**config.mk**
```make
export PLATFORM = sky130hd
export DESIGN_NAME = bsg_chip_unswizzle_link_rx
export DESIGN_NICKNAME = d
export VERILOG_FILES = /design/src/rtl/bsg_chip_unswizzle_link_rx.sv
export SDC_FILE = /design/constraint.sdc
export NUM_CORES = 1
export LEC_CHECK = 0
export BUFFER_PORTS_ARGS = -buffer_cell sky130_fd_sc_hd__clkbuf_2
export CORE_UTILIZATION = 55
export CTS_BUF_LIST = sky130_fd_sc_hd__clkbuf_4
export CTS_CLUSTER_SIZE = 28
export DETAILED_ROUTE_END_ITERATION = 6
export GPL_TIMING_DRIVEN = 0
export PLACE_DENSITY_LB_ADDON = 0.08
export SLEW_MARGIN = 15
export SYNTH_ARGS = -nofsm -noshare
export SYNTH_HDL_FRONTEND = slang
export SYNTH_SLANG_ARGS = --single-unit
```
**constraint.sdc**
```tcl
create_clock -name clk_i -period 2.35 [get_ports clk_i]
set_input_delay 0.235 -clock clk_i [delete_from_list [all_inputs] [get_ports clk_i]]
set_output_delay 0.235 -clock clk_i [all_outputs]
set_load 0.02 [all_outputs]
```
**src/rtl/bsg_chip_unswizzle_link_rx.sv**
```systemverilog
// Receive endpoint for one comm-link channel whose pins were permuted by the
// transmit-side swizzle adapter. The pins are registered, the logical
// valid/data order is restored, and the words are buffered in a small FIFO
// that guts drains with valid/ready. Credits go back to the sender as edges
// on a toggling token line.
//
// Handshake: a word moves from this block to guts on every rising clk_i edge
// where v_o & ready_i is high. v_o never depends on ready_i, and data_o holds
// its value while v_o & !ready_i.
module bsg_chip_unswizzle_link_rx #(
  parameter int swizzle_mode_p         = 0,
  parameter int fifo_els_p             = 8,
  parameter int lg_credit_decimation_p = 2
) (
  input  logic                                clk_i,
  input  logic                                reset_i,
  input  logic                                port_v_i,
  input  logic [8:0]                          port_data_i,
  output logic                                port_tkn_o,
  output logic                                v_o,
  output logic [8:0]                          data_o,
  input  logic                                ready_i,
  output logic                                overflow_o,
  output logic [$clog2(fifo_els_p+1)-1:0]     occupancy_o
);

  localparam int ptr_w_lp = $clog2(fifo_els_p);
  localparam int cnt_w_lp = (lg_credit_decimation_p > 0) ? lg_credit_decimation_p : 1;

  // Reject parameter sets that cannot be built correctly.
  if (swizzle_mode_p < 0 || swizzle_mode_p > 2) begin : g_bad_mode
    $error("bsg_chip_unswizzle_link_rx: swizzle_mode_p must be 0, 1 or 2");
  end
  // A single-entry buffer would have no pointer bits, so depth 1 is refused too.
  if (fifo_els_p < 2 || (fifo_els_p & (fifo_els_p - 1)) != 0) begin : g_bad_depth
    $error("bsg_chip_unswizzle_link_rx: fifo_els_p must be a power of 2 and at least 2");
  end
  if (fifo_els_p < (1 << lg_credit_decimation_p)) begin : g_bad_decim
    $error("bsg_chip_unswizzle_link_rx: fifo_els_p must cover one credit batch");
  end

  logic [9:0]          in_r;
  logic                pin_v;
  logic [8:0]          pin_d;
  logic                un_v;
  logic [8:0]          un_d;
  logic [ptr_w_lp:0]   wptr_r;
  logic [ptr_w_lp:0]   rptr_r;
  logic [8:0]          mem_r [fifo_els_p];
  logic                empty;
  logic                full;
  logic                enq;
  logic                deq;
  logic                overflow_r;
  logic [cnt_w_lp-1:0] credit_cnt_r;
  logic                credit_wrap;
  logic                tkn_r;

  // Stage 1: capture the raw pin bundle every cycle.
  always_ff @(posedge clk_i or posedge reset_i) begin
    if (reset_i) in_r <= '0;
    else         in_r <= {port_v_i, port_data_i};
  end

  assign pin_v = in_r[9];
  assign pin_d = in_r[8:0];

  // Stage 2: undo the transmit-side pin permutation.
  always_comb begin
    un_v = 1'b0;
    un_d = '0;
    if (swizzle_mode_p == 1) begin
      un_v = pin_d[5];
      un_d = {pin_d[3], pin_d[2], pin_d[0], pin_d[1], pin_v,
              pin_d[4], pin_d[6], pin_d[7], pin_d[8]};
    end else if (swizzle_mode_p == 2) begin
      un_v = pin_d[2];
      un_d = {pin_d[0], pin_d[1], pin_d[3], pin_d[4], pin_v,
              pin_d[5], pin_d[6], pin_d[7], pin_d[8]};
    end else begin
      un_v = pin_v;
      un_d = pin_d;
    end
  end

  // The wrap bit (pointer MSB) separates full from empty when indices match.
  assign empty = (wptr_r == rptr_r);
  assign full  = (wptr_r[ptr_w_lp-1:0] == rptr_r[ptr_w_lp-1:0]) &&
                 (wptr_r[ptr_w_lp] != rptr_r[ptr_w_lp]);
  assign deq   = !empty && ready_i;
  // A same-cycle dequeue frees the slot a full FIFO needs for this enqueue.
  assign enq   = un_v && (!full || deq);

  // Pointer and sticky overflow update.
  always_ff @(posedge clk_i or posedge reset_i) begin
    if (reset_i) begin
      wptr_r     <= '0;
      rptr_r     <= '0;
      overflow_r <= 1'b0;
    end else begin
      if (enq) wptr_r <= wptr_r + (ptr_w_lp+1)'(1);
      if (deq) rptr_r <= rptr_r + (ptr_w_lp+1)'(1);
      if (un_v && full && !deq) overflow_r <= 1'b1;
    end
  end

  // Storage array; contents are don't-care until written, so it has no reset.
  always_ff @(posedge clk_i) begin
    if (enq) mem_r[wptr_r[ptr_w_lp-1:0]] <= un_d;
  end

  assign credit_wrap = (lg_credit_decimation_p == 0) ? 1'b1 : (&credit_cnt_r);

  // Count dequeues; each full batch flips the token line.
  always_ff @(posedge clk_i or posedge reset_i) begin
    if (reset_i) begin
      credit_cnt_r <= '0;
      tkn_r        <= 1'b0;
    end else if (deq) begin
      credit_cnt_r <= credit_cnt_r + cnt_w_lp'(1);
      if (credit_wrap) tkn_r <= ~tkn_r;
    end
  end

  assign v_o         = !empty;
  // Forced to zero when empty so data_o is defined straight out of reset.
  assign data_o      = empty ? 9'h000 : mem_r[rptr_r[ptr_w_lp-1:0]];
  assign occupancy_o = wptr_r - rptr_r;
  assign overflow_o  = overflow_r;
  assign port_tkn_o  = tkn_r;

endmodule

```
# Word-level counts from Yosys, hierarchy flattened

Memories as Yosys holds them, arrays and structs flattened.
Index checks and enable logic that the tools add are counted.

$add $sub $neg: 4
Eq/ne operators: 3
Multiplexer cells: 3
Bitwise gates (word level): 1
Reductions and logical operators: 10

Operator list:

| operator            | count |
|---|---|
| $mux 9              | 1 |
| $add 4x1->4 const B | 2 |
| $logic_and 1x1->1   | 5 |
| $eq 4x4->1          | 1 |
| $sub 4x4->4         | 1 |
| $eq 3x3->1          | 1 |
| $logic_not 1->1     | 3 |
| $reduce_and 3->1    | 1 |
| $add 2x1->2 const B | 1 |
| $mux 1              | 2 |
| $logic_or 1x1->1    | 1 |
| $ne 1x1->1          | 1 |
| $not 1->1           | 1 |

Register bits: 22
Bits in writable memories: 72
Input port bits: 13
Output and inout port bits: 16
Logic and storage cells: 28
Memories: 1

Memory list:

| name  | words | bits a word | read ports | clocked after Yosys merged registers in | write ports | line | text |
|---|---|---|---|---|---|---|---|
| mem_r | 8     | 9           | 1          | 0                                       | 1           | 49   | `logic [8:0] mem_r [fifo_els_p];` |

# Longest topological paths before layout

Depth after elaboration: 7
Gate-level depth with buffers: 7
Gate-level depth less buffers: 6

# Worst setup path after synthesis

OpenSTA, ideal clock, no wires.

Path kind: reg2reg
From: reg rptr_r[1]
To: mem mem_r[0][0] (enable)
Setup time: 0.387 ns
Data arrival time: 2.179 ns
Data required time: 1.963 ns
Path slack: -0.216 ns
Cell stages (with the launch flop): 8
Path buffers: 1
Period minus slack after synthesis: 2.566 ns
Cell sequence: dfrtp_1 clkbuf_1 inv_1 ha_1 nand3_1 or3_4 nand3b_1 nor3_1

Longest elaborated chain between the ends: 7
Elaborated cells on any way between the ends: 10
Classes of those cells: eq/ne (2); mux (2); reduce/logical (6)

RTL lines:

| element                                              | line   | text |
|---|---|---|
| start: declaration                                   | 48     | `logic [ptr_w_lp:0] rptr_r;` |
| start signal: assignment                             | 102    | `if (deq) rptr_r <= rptr_r + (ptr_w_lp+1)'(1);` |
| $eq 4x4->1 or $eq 3x3->1 (tied branches)             | 87, 88 |  |
| $logic_not 1->1 or $logic_and 1x1->1 (tied branches) | 90, 88 |  |
| $logic_and 1x1->1 or $logic_not 1->1 (tied branches) | 90, 92 |  |
| $logic_or 1x1->1 *                                   | 92     | `assign enq = un_v && (!full \|\| deq);` |
| $logic_and 1x1->1 *                                  | 92     |  |
| $mux 1 *                                             | 109    | `if (enq) mem_r[wptr_r[ptr_w_lp-1:0]] <= un_d;` |
| $mux 1 (not written as such) *                       | 109    |  |
| end: declaration                                     | 49     |  |

Every way passes the cells marked *; elsewhere a longest branch is shown, timed or not.

# Final worst setup path

From: reg rptr_r[1]
To: mem mem_r[1][2] (enable)

The elaborated chain is that of the path after synthesis.

==> out/qor.yml <==
diodes: 0
grt_pass1_wl_mm: 10.7
cts_buffer_depth: 2
avgSynthCellArea_um2: 18.2
core_um2: 6420
rows: 29
fmax_mhz: 423
critPathRequiredTime_ns: 2.44
arrival_ns: 2.46
initial_core_util_pct: 57.3
status: "finished, violations left"
cts_sinks: 94
drcViolationCount: 2
cts-root-buf: "clkbuf_4"
synth_seq_cells: 94
netlist-cell-type-count: 29
critPathCaptureType: "flip-flop"
clkSlewWorstSetupHoldPaths_ns: 0.14
tightestPinTransition_ns: 0.892
fin_skew_ns: 0.0104
synth_edf_count: 72
wirelength_mm: 6.69
numPortBuffers: 28
syn_nets: 221
violations: "design-rule violations, negative setup slack"
ys_seq_area_share_pct: 73.7
first_pass_iters: 6
synthArstFlopShare_pct: 23.4
n_fill_cell: 436
cts_tree: "built"
grt_max_degree: 23
p_total_mw: 5.92
slew_violations: 0
p_leak_nw: 1.62
wl_per_cell_um: 19.7
hold_slack_ns: 0.148
dpl.hpwl_mm: 4.24
finalSetupViolations: 9
max-cap-violations: 0
clkLatencyLatePin_ns: 0.44
antenna_found_initial: 0
grt_setup_unrepaired: "true"
numCtsBuffers: 9
htree_levels: 3
dpl-instance-area_um2: 3930
viasPerCell: 5.66
timing.final.crit_share_pct: 101
synth_ff_type: "edfxtp_1"
min_path_type: "in -> reg"
place_congestion: 0.785
start_kind: "flip-flop"
dieWidth_um: 83.8
design_area_um2: 4370
die_h_um: 83.8
netlist_area_um2: 3680
gr-total-overflow: 0
layout-drive-gt1-share_pct: 36.1
area_growth_pct: 18.6
vias: 1924
grt_pass1_vias: 2070
seqCellArea_um2: 2720
hold_viol: 0
synthCells: 202
die-area_um2: 7030
track_usage_pct: 21.0
crit_path_max_fanout: 10
drtIter0Drc: 164
drtAntennaViolNets: 0
ys_warn_count: 0
powerDensity_nw_per_um2: 1360
vdd_ir_drop_max_uv: 1010
fin_ws_ns: -0.0121
nets: 277
crit_type: "reg -> reg"
io_pins: 29
multi_input_area_um2: 952
slew_headroom_pct: 40.4
post-route-min-period_ns: 2.36
[metal layers]
layer	GRT usage (%)	wire (um)	vias up	share of wire, %
met1	28.7	2890	982	43
met2	33.9	3360	44	50
met5	0	0	-	0
met4	9.25	80	0	1.2
li1	-	-	887	-
met3	3.46	359	11	5.4
[sequential cells by signal, indices dropped and copies added, names as in the netlist]
signal and cells:
mem_r 72, in_r 10, rptr_r 4, wptr_r 4, credit_cnt_r 2, overflow_o 1, port_tkn_o 1
[critical path, stage by stage, from the launching register on]
cell,delay (ns)
dfrtp_2,0.45
buf_8,0.15
inv_1,0.09
ha_4,0.22
nand3_1,0.12
or3_4,0.16
nand3b_1,0.22
nor2_2,0.59
[layout by cell type, fill, tap and decap left out, types with 8 or more instances in the layout]
cell type,netlist,layout
nand3_1,14,14
edfxtp_1,72,72
dlygate4sd3_1,0,11
xnor2_1,10,10
inv_1,18,17
clkbuf_4,0,10
clkbuf_2,0,26
dfrtp_1,22,19
mux4_2,18,18
o21ai_0,9,8
[power by group]
group          switching (mW)  total, mW  internal [mW]
sequential              0.187       2.30           2.11
combinational            1.50       2.64           1.14
clock                   0.544      0.979          0.436
[what timing repair did]
action,4_1_cts,5_1_grt
buffers inserted,2,4
hold buffers,11,0
cloned,0,0
endpoints found under the hold margin,32,0
resized for setup,24,10
setup endpoints to repair,85,56
pin swaps,1,0
[through the flow]
step | utilization [%] | TNS, ns | worst slack [ns] | instances
global route | 68.0 | -2.16 | -0.101 | 340
global placement | 61.2 | -42.72 | -0.689 | 307
detailed placement | 61.2 | -43.36 | -0.719 | 307
CTS | 66.9 | -0.763 | -0.0503 | 336
finish | 68.0 | -0.0709 | -0.0121 | 340
floorplan | - | 0 | 0.0166 | 202
[path summary, 6_finish.rpt]
path | endpoint | slack (ns) | cells past startpoint | from
worst max register to register | mem_r[1][2]$_DFFE_PP_ | -0.01 | 7 | rptr_r[1]$_DFFE_PP0N_
worst min-delay path | credit_cnt_r[1]$_DFFE_PP0N_ | 0.15 | 3 | ready_i
min in group asynchronous | in_r[6]$_DFF_PP0_ | 0.50 | 3 | reset_i
max in group asynchronous | rptr_r[0]$_DFFE_PP0N_ | 1.24 | 3 | reset_i
worst max-delay path | mem_r[1][2]$_DFFE_PP_ | -0.01 | 7 | rptr_r[1]$_DFFE_PP0N_
worst min register to register | port_tkn_o$_DFFE_PP0P_ | 0.48 | 1 | port_tkn_o$_DFFE_PP0P_
[cell type report]
class / count / area share (%)
Sequential cell: 94 / 62.2
Multi-Input combinational cell: 84 / 21.8
Timing Repair Buffer: 45 / 7.10
Clock inverter: 7 / 2.21
Tap cell: 77 / 2.21
Clock buffer: 9 / 1.55
Inverter: 18 / 1.55
Buffer: 6 / 1.40
[logic make-up after synthesis]
kind of cell	share of synthesized area (%)
compound gates	2.21
mux	11.6
buf+inv	2.55
simple gates	4.66
fa+ha+maj	2.24
flops	73.7
xor+xnor	3.06
[cells in the mapped netlist (3+ instances only)]
master | count | share of area [%]
ha_1 | 5 | 1.7
xnor2_1 | 10 | 2.4
inv_1 | 18 | 1.8
buf_2 | 3 | 0.41
dfrtp_1 | 22 | 15
nor2_1 | 6 | 0.61
edfxtp_1 | 72 | 59
o21ai_0 | 9 | 1.2
nand2_1 | 5 | 0.51
mux4_2 | 18 | 11
nand3_1 | 14 | 1.9
Note: power is estimated with default switching activity, not from simulation.
